[src/rtl/pong_game_ctrl.sv]
// rtl/pong_game_ctrl.sv - game-flow sequencer: state, scores, serve timing, ball enable
// Optional deuce/win-by-two rule enabled by defining WIN_BY_TWO_EN.
module pong_game_ctrl #(
    parameter int WIN_SCORE   = 10,
    parameter int SERVE_DELAY = 60
) (
    input  logic       clk,
    input  logic       reset,
    input  logic       start,
    input  logic       frame_tick,
    input  logic       miss_p1,
    input  logic       miss_p2,
    output logic [1:0] state,
    output logic [3:0] p1_score,
    output logic [3:0] p2_score,
    output logic       ball_en,
    output logic       ball_reset,
    output logic [1:0] winner
);

    typedef enum logic [1:0] {
        QI      = 2'b00,
        QGAME_1 = 2'b01,
        QGAME_2 = 2'b10,
        QDONE   = 2'b11
    } state_t;

    localparam logic [4:0] WIN5 = 5'(WIN_SCORE);
    localparam logic [7:0] SD8  = 8'(SERVE_DELAY);

    state_t     state_q;
    logic [3:0] p1_q, p2_q;
    logic [1:0] winner_q;
    logic       ball_en_q, ball_reset_q;
    logic [7:0] srv_cnt_q;

    logic [7:0] srv_dec;
    logic [3:0] p1_inc, p2_inc;
    logic       p1_win, p2_win;

`ifdef WIN_BY_TWO_EN
    localparam logic [3:0] WIN_M1 = 4'(WIN_SCORE - 1);
    logic p1_deuce, p2_deuce;
`endif

    always_comb begin
        srv_dec = srv_cnt_q;
        if (frame_tick && (srv_cnt_q != 8'd0)) begin
            srv_dec = srv_cnt_q - 8'd1;
        end
        p1_inc = p1_q + 4'd1;
        p2_inc = p2_q + 4'd1;
`ifdef WIN_BY_TWO_EN
        p1_win   = ({1'b0, p1_inc} >= WIN5) && ({1'b0, p1_inc} >= ({1'b0, p2_q} + 5'd2));
        p2_win   = ({1'b0, p2_inc} >= WIN5) && ({1'b0, p2_inc} >= ({1'b0, p1_q} + 5'd2));
        p1_deuce = (p1_inc == p2_q) && (p1_inc >= WIN_M1);
        p2_deuce = (p2_inc == p1_q) && (p2_inc >= WIN_M1);
`else
        p1_win = ({1'b0, p1_inc} == WIN5);
        p2_win = ({1'b0, p2_inc} == WIN5);
`endif
    end

    // ball_en tracks the counter value being written this edge, so it drops
    // together with every ball_reset and rises on the tick that reaches zero.
    always_ff @(posedge clk) begin
        if (reset) begin
            state_q      <= QI;
            p1_q         <= 4'd0;
            p2_q         <= 4'd0;
            winner_q     <= 2'b00;
            ball_en_q    <= 1'b0;
            ball_reset_q <= 1'b0;
            srv_cnt_q    <= 8'd0;
        end else begin
            ball_reset_q <= 1'b0;
            case (state_q)
                QI: begin
                    p1_q      <= 4'd0;
                    p2_q      <= 4'd0;
                    winner_q  <= 2'b00;
                    ball_en_q <= 1'b0;
                    srv_cnt_q <= srv_dec;
                    if (start) begin
                        state_q      <= QGAME_1;
                        ball_reset_q <= 1'b1;
                        srv_cnt_q    <= SD8;
                    end
                end
                QGAME_1, QGAME_2: begin
                    if (!start) begin
                        state_q   <= QI;
                        p1_q      <= 4'd0;
                        p2_q      <= 4'd0;
                        winner_q  <= 2'b00;
                        ball_en_q <= 1'b0;
                        srv_cnt_q <= srv_dec;
                    end else if (ball_en_q && miss_p1 && miss_p2) begin
                        ball_reset_q <= 1'b1;
                        srv_cnt_q    <= SD8;
                        ball_en_q    <= 1'b0;
                    end else if (ball_en_q && miss_p1) begin
                        ball_en_q <= 1'b0;
                        if (p2_win) begin
                            p2_q      <= p2_inc;
                            state_q   <= QDONE;
                            winner_q  <= 2'b10;
                            srv_cnt_q <= srv_dec;
`ifdef WIN_BY_TWO_EN
                        end else if (p2_deuce) begin
                            p1_q         <= WIN_M1;
                            p2_q         <= WIN_M1;
                            state_q      <= QGAME_1;
                            ball_reset_q <= 1'b1;
                            srv_cnt_q    <= SD8;
`endif
                        end else begin
                            p2_q         <= p2_inc;
                            state_q      <= QGAME_1;
                            ball_reset_q <= 1'b1;
                            srv_cnt_q    <= SD8;
                        end
                    end else if (ball_en_q && miss_p2) begin
                        ball_en_q <= 1'b0;
                        if (p1_win) begin
                            p1_q      <= p1_inc;
                            state_q   <= QDONE;
                            winner_q  <= 2'b01;
                            srv_cnt_q <= srv_dec;
`ifdef WIN_BY_TWO_EN
                        end else if (p1_deuce) begin
                            p1_q         <= WIN_M1;
                            p2_q         <= WIN_M1;
                            state_q      <= QGAME_2;
                            ball_reset_q <= 1'b1;
                            srv_cnt_q    <= SD8;
`endif
                        end else begin
                            p1_q         <= p1_inc;
                            state_q      <= QGAME_2;
                            ball_reset_q <= 1'b1;
                            srv_cnt_q    <= SD8;
                        end
                    end else begin
                        srv_cnt_q <= srv_dec;
                        ball_en_q <= (srv_dec == 8'd0);
                    end
                end
                QDONE: begin
                    ball_en_q <= 1'b0;
                    if (!start) begin
                        state_q  <= QI;
                        p1_q     <= 4'd0;
                        p2_q     <= 4'd0;
                        winner_q <= 2'b00;
                    end
                end
                default: state_q <= QI;
            endcase
        end
    end

    assign state      = state_q;
    assign p1_score   = p1_q;
    assign p2_score   = p2_q;
    assign ball_en    = ball_en_q;
    assign ball_reset = ball_reset_q;
    assign winner     = winner_q;

endmodule
[config.mk]
export PLATFORM = sky130hd
export DESIGN_NAME = pong_game_ctrl
export DESIGN_NICKNAME = d
export VERILOG_FILES = /design/src/rtl/pong_game_ctrl.sv
export SDC_FILE = /design/constraint.sdc
export NUM_CORES = 1
export LEC_CHECK = 0
export ABC_AREA = 1
export CORE_UTILIZATION = 49
export CTS_CLUSTER_DIAMETER = 80
export CTS_CLUSTER_SIZE = 16
export DETAILED_ROUTE_END_ITERATION = 16
export GPL_TIMING_DRIVEN = 0
export PLACE_DENSITY_LB_ADDON = 0.25
export REMOVE_ABC_BUFFERS = 1
export SYNTH_ARGS = -nofsm -noshare
export SYNTH_HDL_FRONTEND = slang
export SYNTH_SLANG_ARGS = --single-unit
[constraint.sdc]
create_clock -name clk -period 2.1 [get_ports clk]
set_input_delay 0.63 -clock clk [delete_from_list [all_inputs] [get_ports clk]]
set_output_delay 0.63 -clock clk [all_outputs]
set_load 0.02 [all_outputs]
# Word level (Yosys, flattened, before mapping)
# Index checks and enable logic that the tools add are counted.
dict set report word_totals {
  input_bits 6
  elab_cells 86
  register_bits 22
}
dict set report op_classes {
  muxes 48
  n_addsub 3
  n_reduce_logical 14
  n_eq_ne 14
}
# operator n
set op_table {}
lappend op_table {{$mux 8} 8}
lappend op_table {{$mux 4} 8}
lappend op_table {{$mux 2} 13}
lappend op_table {{$pmux 4 s3} 2}
lappend op_table {{$pmux 8 s2} 1}
lappend op_table {{$mux 1} 12}
lappend op_table {{$ne 3x3->1 const B} 4}
lappend op_table {{$ne 4x4->1 const B} 3}
lappend op_table {{$pmux 2 s3} 2}
lappend op_table {{$add 4x1->4 const B} 2}
lappend op_table {{$eq 4x4->1 const B} 2}
lappend op_table {{$logic_not 8->1} 1}
lappend op_table {{$reduce_and 4->1} 2}
lappend op_table {{$reduce_bool 8->1} 1}
lappend op_table {{$sub 8x1->8 const B} 1}
lappend op_table {{$reduce_and 5->1} 1}
lappend op_table {{$eq 2x2->1 const B} 2}
lappend op_table {{$logic_and 1x1->1} 4}
lappend op_table {{$ne 2x2->1 const B} 2}
lappend op_table {{$pmux 1 s2} 2}
lappend op_table {{$reduce_or 2->1} 2}
lappend op_table {{$reduce_and 3->1} 1}
lappend op_table {{$eq 2x1->1 const B} 1}
lappend op_table {{$logic_not 2->1} 1}
lappend op_table {{$reduce_bool 2->1} 1}

# Depth between registers and ports, before layout
# Gate-level depths: netlist of run 1.
dict set report depth {
  word_depth 9
  ltp_mapped 12
  mapped_depth_nobuf 12
}

# Worst setup path after synthesis of run 1
# No wires, ideal clock.
dict set report synth_path {
  kind {register -> register}
  startpoint {register state_q[0], in the netlist state[0]}
  endpoint {register state_q[0], in the netlist state[0]}
  t_required_ps 1984
  setup_ps 116
  stages_incl_launch_ff 11
  slack_ps 288
  n_path_buf 0
  arrival_ps 1696
  path_cell_list {dfxtp_1 > inv_1 > ha_1 > nand2_2 > nor2_2 > a21boi_2 > nand2_2 > a21oi_2 > nand3_1 > o211ai_1 > inv_1}
}
dict set report synth_via {
  elab_chain_len 4
}
# item line
set synth_rtl {}
lappend synth_rtl {{from (decl)} 31} ;# state_t state_q;
lappend synth_rtl {{from (signal assigned)} 68} ;# state_q <= QI;
lappend synth_rtl {{from (signal assigned)} 85} ;# state_q <= QGAME_1;
lappend synth_rtl {{from (signal assigned)} 92} ;# state_q <= QI;
lappend synth_rtl {{$eq 2x1->1 or $eq 2x2->1 (tied branches)} 77} ;# case (state_q)
lappend synth_rtl {{$reduce_or 2->1} 77}
lappend synth_rtl {{$ne 4x4->1 (no line) or $ne 3x3->1 (tied branches)} --}
lappend synth_rtl {{$reduce_and 4->1 (no line)} --}
# Parallel ways exist; a longest one is shown, timed or not.
# A chain may end at the register's enable or synchronous reset.

# Worst setup path in the final report of run 1
dict set report layout_path {
  startpoint {register p1_q[1], in the netlist p1_score[1]}
  endpoint {output port p1_score[1]}
}
# item line
set layout_lines {}
lappend layout_lines {{from (decl)} 32} ;# logic [3:0] p1_q, p2_q;
lappend layout_lines {{from (signal assigned)} 126} ;# p1_q <= p1_inc;
lappend layout_lines {{from (signal assigned)} 139} ;# p1_q <= p1_inc;
lappend layout_lines {{to (decl)} 14} ;# output logic [3:0] p1_score,
# No word-level cell between the ends.

==> summary.md, run 1 <==
| Metric | Value |
|---|---|
| Crit end category | `output pin` |
| Sequential Power Share | `0.296` |
| Syn Std Cell Area | `1579 sq um` |
| Total power | `2.231 mW` |
| Count of flip-flops with a built-in enable after synthesis | `0` |
| Sink Count | `22` |
| Final hold vios | `0` |
| Slowest cell on crit path | `clkdlybuf4s50_1` |
| Hold Buf Count CTS | `0` |
| Compound-Gate Fraction of Synth Area | `0.1339` |
| Skew final | `0.002472 ns` |
| Final Instance Area | `1838 sq um` |
| Routed wire per std cell | `10.53 um` |
| Tmin final | `2.035 ns` |
| DP Area | `1795 sq um` |
| Main synth FF type | `dfxtp_1` |
| Largest stage delay, worst path | `0.64 ns` |
| H-tree Lvls | `1` |
| Clock power share | `0.107` |
| Async set or reset register ratio after synthesis | `0` |
| WP buf/inv | `1` |
| Part of the Yosys area used for sequential elements | `0.2789` |
| GP Congestion | `0.8442` |
| Slew Viols, Final | `0` |
| Hold-critical path endpoint | `winner[1]` |
| Worst r2r src | `state[1]` |
| Peak supply drop | `0.7408 mV` |
| Top-area cell type share of the netlist area | `0.2789` |
| Post-Synth Adder-Cell Area | `0.07924` |
| Inst Count DP | `306` |
| Initial core utilization | `0.5172` |
| XOR/XNOR share of the synthesized area | `0.005547` |
| Pwr dens | `1214 nW/um^2` |
| R2R cell count | `10` |
| Final Net Count | `283` |
| Clock Latency Late Sink | `0.30 ns` |
| Share of cells above drive strength 1 | `0.09774` |
| DIE HEIGHT | `58.77 um` |
| Global-route usage over all layers | `0.2131` |
| Diode count | `0` |
| Post-CTS setup buffer count | `0` |
| Area delta synth->final | `16.40%` |
| Worst-path clk slew | `0.13 ns` |
| Relative slew slack | `0.5226` |
| Gr ovfl total | `0` |
| Max-cap viol count | `0` |
| Gate power share | `0.597` |
| Top cell family by delay on the critical path | `buffers and inverters` |
| Worst R2R Setup Slack | `0.23 ns` |
| First-pass GRT wire length | `5754 um` |
| Pint | `1.154 mW` |
| Mux share of post-synthesis cell area | `0` |
| Max FO, Critical Path | `6` |
| Routed vias | `1517` |
| Chip width | `58.77 um` |
| DRC | `0` |
| Core Footprint | `3053 sq um` |
| CTS Root Cell | `clkbuf_4` |
| Synth cell count leaders | `nand2_1, inv_1, dfxtp_1, nor2_1, nand3_1` |
| Crit path arrival time | `1.41 ns` |
| Cell Chain, Critical Path | `clkdlybuf4s50_1` |
| Area contributors post-synth | `dfxtp_1, nand2_1, inv_1` |
| NetSw | `1.076 mW` |
| Synth Area per Inst | `6.419 sq um` |
| Switching share of power | `0.4825` |
| Clk buf depth | `2` |
| Routed wire length | `3264 um` |
| Gate Count Post-Synth | `246` |
| Vias in the first global route | `1355` |
| Hold path start | `winner[1]` |
| Count of final setup violators | `0` |
| # fillers | `325` |
| Status | `finished, final reports clean` |
| Most frequent cell after synthesis | `nand2_1` |
| Main combinational cell family by area after synthesis | `simple AND/OR/NAND/NOR gates` |
| Largest net degree at the start of global routing | `18` |
| Post-DP HPWL | `2455 um` |
| Worst path required time | `1.47 ns` |
| CTS tree | `done` |
| Initial antenna violation count | `0` |
| Lkg Pwr | `0.9024 nW` |
| Synth unique cells | `30` |
| Worst-Margin Slew | `0.7139 ns` |
| Post-Synth Simple-Gate Area | `0.3962` |
| Port Buffer Count | `19` |
| Final antenna-violating net count | `0` |
| CTS Buf Count | `3` |
| Pre-Repair DR Iteration Count | `5` |
| Die ar. | `3453 sq um` |
| Synthesized flop and latch total | `22` |
| Synth Warn # | `0` |
| # IOs | `20` |
| Fmax | `0.4913 GHz` |
| Final Cycle Share | `0.9692` |
| Crit Path Category | `reg -> out` |
| R2r endpoint | `state[0]` |
| WHS Path Cells | `2` |
| Post-synth top area cell | `dfxtp_1` |
| DR vias/cell | `4.894` |
| Crit start category | `register` |
| FP Rows | `20` |
| Hold WC Path Type | `reg -> reg` |
| Post-route insts no fill | `310` |
| RSZ-0062 raised after global routing | `no` |
| DR iter-0 viols | `77` |
per-layer routing:
layer	global-route usage	wire length [um]	vias up
met2	0.3653	1583	38
met5	0	0	-
met3	0.02637	114	4
li1	-	-	816
met4	0.05102	25	0
met1	0.2838	1539	659
cell type report:
type	instances	area (sq um)	area share
Timing Repair Buffer	19	195.2	0.1062
Inverter	37	138.9	0.07556
Multi-Input combinational cell	184	970.9	0.5283
Sequential cell	22	441.7	0.2403
Tap cell	44	55.05	0.02995
Clock buffer	4	36.28	0.01974
timing repair:
action	CTS	global route
endpoints found under the hold margin	0	0
gates resized for setup	0	3
setup endpoints to repair	0	3
stage by stage:
step                setup slack (ns)  hold WS, ns    util  setup TNS (ns)
detailed placement           -0.1632       0.4507  0.5881         -0.7660
CTS                          0.03519       0.4701  0.6000               0
finish                       0.06474       0.4675  0.6020               0
floorplan                     0.2879       0.4524       -               0
global placement             -0.1394       0.4486  0.5881         -0.5756
global route                 0.01381       0.4982  0.6020               0
how the worst max path moves through the flow:
stage,from,end,slack (ns),depth (start not counted)
after CTS,p1_score[0],p1_score[0],0.04,1
after global placement,reset,ball_en,-0.14,6
final,p1_score[1],p1_score[1],0.06,1
after floorplan,state[0],state[0],0.29,10
after detailed placement,reset,ball_en,-0.16,6
after global routing,p1_score[1],p1_score[1],0.01,1
flip-flops by register name, summed over array words and instances (netlist names):
name and flops:
state 2, p2_score 4, p1_score 4, winner 2, ball_en 1, ball_reset 1, srv_cnt_q 8
cell families (layout without fill, tap and decap cells):
| family | after synthesis | after routing |
|---|---|---|
| AO/OA/AOI/OAI | 35 | 35 |
| XOR/XNOR | 1 | 1 |
| adder cells (fa/ha/maj) | 10 | 10 |
| buffers and inverters | 40 | 60 |
| flip-flops | 22 | 22 |
| AND/OR/NAND/NOR | 138 | 138 |
power groups by stage:
stage | registers, mW | logic (mW) | clock network [mW]
after CTS | 0.657 | 1.34 | 0.248
after floorplan | 0.692 | 1.00 | 0
after global routing | 0.681 | 1.53 | 0.264
after global placement | 0.665 | 1.32 | 0
final | 0.660 | 1.33 | 0.239
after detailed placement | 0.667 | 1.33 | 0
placed cells by master, fill, tap and decap left out, drive strengths merged, types with 2 or more instances in the layout:
| cell | n |
|---|---|
| ha | 10 |
| nand2 | 83 |
| nand4 | 5 |
| nor3 | 2 |
| inv | 37 |
| o21ai | 9 |
| a21oi | 20 |
| dfxtp | 22 |
| nand3 | 17 |
| clkbuf | 4 |
| nor2 | 27 |
| dlymetal6s2s | 2 |
| nand3b | 2 |
| clkdlybuf4s50 | 17 |
| a31oi | 2 |
Power figures use the tool's default switching activity.
==> inputs of run 2 (changes only) <==
--- a/config.mk
+++ b/config.mk
@@ -11,8 +11,9 @@
 export CTS_CLUSTER_SIZE = 16
 export DETAILED_ROUTE_END_ITERATION = 16
 export GPL_TIMING_DRIVEN = 0
-export PLACE_DENSITY_LB_ADDON = 0.25
+export PLACE_DENSITY = 0.76
 export REMOVE_ABC_BUFFERS = 1
+export SKIP_CTS_REPAIR_TIMING = 1
 export SYNTH_ARGS = -nofsm -noshare
 export SYNTH_HDL_FRONTEND = slang
 export SYNTH_SLANG_ARGS = --single-unit
==> constraint.sdc (replaced) <==
create_clock -name clk -period 2 [get_ports clk]
set_input_delay 0.6 -clock clk [delete_from_list [all_inputs] [get_ports clk]]
set_output_delay 0.6 -clock clk [all_outputs]
set_load 0.02 [all_outputs]
==> run 2 against run 1 <==
  * Largest cell class unchanged
  * Sequential share of layout area shrank 0.27 points
  * First-iteration DRC count fell by 2.6%
  * Routed wire length up 1.5%
  * Cell area up 1.7%
  * Largest power group unchanged
  * Non-clock buffer count stayed put
  * Clock power up 49%
  * Die area stayed put
  * Worst setup slack barely moved
  * Highest routed layer unchanged
  * Global-route usage decreased by 0.25 points
==> summary.md, run 2 (synthesized netlist as in run 1, its figures left out) <==
| Metric | Value |
|---|---|
| Largest stage delay, worst path | `0.62 ns (was 0.64 ns)` |
| Crit Path Category | `reg -> out (unchanged)` |
| Initial core utilization | `0.5172 (unchanged)` |
| Worst R2R Setup Slack | `0.20 ns (was 0.23 ns)` |
| Diode count | `0 (unchanged)` |
| # fillers | `321 (was 325)` |
| Worst Hold Slack | `0.4666 ns (was 0.4675 ns)` |
| Worst-Margin Slew | `0.7319 ns (was 0.7139 ns)` |
| WHS Path Cells | `2 (unchanged)` |
| FP Rows | `20 (unchanged)` |
| Final antenna-violating net count | `0 (unchanged)` |
| Vias in the first global route | `1411 (was 1355)` |
| Inst Count DP | `306 (unchanged)` |
| Final Instance Area | `1869 sq um (was 1838 sq um)` |
| Worst r2r src | `state[0] (was state[1])` |
| CTS tree | `done (unchanged)` |
| Routed wire length | `3313 um (was 3264 um)` |
| Pint | `1.307 mW (was 1.154 mW)` |
| Final Net Count | `283 (unchanged)` |
| Worst path required time | `1.40 ns (was 1.47 ns)` |
| Slew Viols, Final | `0 (unchanged)` |
| DIE HEIGHT | `58.77 um (unchanged)` |
| RSZ-0062 raised after global routing | `no (unchanged)` |
| Post-route insts no fill | `310 (unchanged)` |
| H-tree Lvls | `1 (unchanged)` |
| Clock Latency Late Sink | `0.32 ns (was 0.30 ns)` |
| CTS Buf Count | `3 (unchanged)` |
| Port Buffer Count | `19 (unchanged)` |
| First-pass GRT wire length | `5651 um (was 5754 um)` |
| Hold-critical path endpoint | `winner[0] (was winner[1])` |
| NetSw | `1.159 mW (was 1.076 mW)` |
| Routed wire per std cell | `10.69 um (was 10.53 um)` |
| DP Area | `1795 sq um (unchanged)` |
| Skew final | `0.001640 ns (was 0.002472 ns)` |
| Area occupied by multi-input gates | `970.9 sq um (unchanged)` |
| Pwr dens | `1319 nW/um^2 (was 1214 nW/um^2)` |
| Top cell family by delay on the critical path | `buffers and inverters (unchanged)` |
| R2R cell count | `10 (unchanged)` |
| Global-route usage over all layers | `0.2106 (was 0.2131)` |
| Chip width | `58.77 um (unchanged)` |
| Routed vias | `1536 (was 1517)` |
| DR iter-0 viols | `75 (was 77)` |
| Setup_tns | `0 ns (unchanged)` |
| Hold WC Path Type | `reg -> reg (unchanged)` |
| WP buf/inv | `1 (unchanged)` |
| Clk buf depth | `2 (unchanged)` |
| Max FO, Critical Path | `3 (was 6)` |
| Fmax | `0.5166 GHz` |
| DRC | `0 (unchanged)` |
| Core Footprint | `3053 sq um (unchanged)` |
| Relative slew slack | `0.5113 (was 0.5226)` |
| Crit end category | `output pin (unchanged)` |
| Crit path arrival time | `1.34 ns (was 1.41 ns)` |
| Final hold vios | `0 (unchanged)` |
| Area delta synth->final | `18.38% (was 16.40%)` |
| # IOs | `20 (unchanged)` |
| Hold path start | `winner[0] (was winner[1])` |
| R2r endpoint | `state[0] (unchanged)` |
| Critical Path Stages | `1 (unchanged)` |
| Worst-path clk slew | `0.13 ns (about the same)` |
| Seq. cell area | `444.2 sq um (was 441.7 sq um)` |
| Status | `finished, final reports clean (unchanged)` |
| Share of cells above drive strength 1 | `0.1053 (was 0.09774)` |
| Gr ovfl total | `0 (unchanged)` |
| Lkg Pwr | `0.9926 nW (was 0.9024 nW)` |
| Pre-Repair DR Iteration Count | `4 (was 5)` |
| Die ar. | `3453 sq um (unchanged)` |
| Cell Chain, Critical Path | `clkdlybuf4s50_1 (unchanged)` |
| Tmin final | `1.936 ns` |
| Largest net degree at the start of global routing | `18 (unchanged)` |
| Sequential Power Share | `0.283 (was 0.296)` |
| Largest Register | `srv_cnt_q (unchanged)` |
| Clock power share | `0.144 (was 0.107)` |
| DR vias/cell | `4.955 (was 4.894)` |
| Switching share of power | `0.4700 (was 0.4825)` |
| Max reg flops | `8 (unchanged)` |
| Post-DP HPWL | `2436 um (was 2455 um)` |
| Max-cap viol count | `0 (unchanged)` |
| Commonest non-fill, non-tap cell in the layout | `nand2_1 (unchanged)` |
| CTS Root Cell | `clkbuf_4 (unchanged)` |
| Count of final setup violators | `0 (unchanged)` |
| Total power | `2.466 mW (was 2.231 mW)` |
| Gate power share | `0.573 (was 0.597)` |
| Sink Count | `22 (unchanged)` |
| Initial antenna violation count | `0 (unchanged)` |
| Peak supply drop | `0.8451 mV (was 0.7408 mV)` |
| Crit start category | `register (unchanged)` |
| Commonest non-fill, non-tap cells in the layout | `nand2_1, inv_1, nor2_1, dfxtp_1, nand3_1 (was nand2_1, inv_1, nor2_1, dfxtp_1)` |
| GP Congestion | `0.8640 (was 0.8442)` |
| Slowest cell on crit path | `clkdlybuf4s50_1 (unchanged)` |
| Final Cycle Share | `0.9679` |
==> run 2: cell types whose count changed in the layout (fill, tap and decap cells not counted), sizes merged <==
cell	change
clkdlybuf4s50	-5
bufinv	+1
clkbuf	-1
dlymetal6s2s	+5
==> run 2: area by class of cell <==
cell class	instances	area share
multi-input combinational	184	0.5194
sequential	22	0.2376
timing repair buffer	19	0.1111
inverter	37	0.07430
tap	44	0.02945
clock inverter	1	0.01606
clock buffer	3	0.01205
==> run 2: metal layers <==
metal / up-vias / global-route usage / wire length [um]
li1: 818 / - / -
met1: 690 / 0.2332 / 1493
met2: 22 / 0.4010 / 1682
met3: 6 / 0.04176 / 99
met4: 0 / 0.06122 / 38
met5: - / 0 / 0
==> run 2: stage by stage <==
step | setup WS [ns] | util
floorplan | 0.1879 | -
global placement | -0.2092 | 0.5881
detailed placement | -0.2220 | 0.5881
CTS | -0.04458 | 0.6053
global route | 0.002593 | 0.6123
finish | 0.06424 | 0.6123
==> run 2: worst max-delay path by stage <==
stage                     start           to  slack, ns
CTS                 p2_score[0]  p2_score[0]      -0.04
floorplan              state[0]     state[0]       0.19
global route        p2_score[3]  p2_score[3]      0.003
global placement          reset      ball_en      -0.21
detailed placement        reset      ball_en      -0.22
finish                  ball_en      ball_en       0.06
==> run 2: power by group through the flow <==
stage,clock (mW),combinational [mW],sequential [mW]
2_1_floorplan,0,1.05,0.727
3_3_place_gp,0,1.38,0.696
3_5_place_dp,0,1.40,0.701
4_1_cts,0.363,1.41,0.690
5_1_grt,0.378,1.60,0.716
6_report,0.356,1.41,0.698
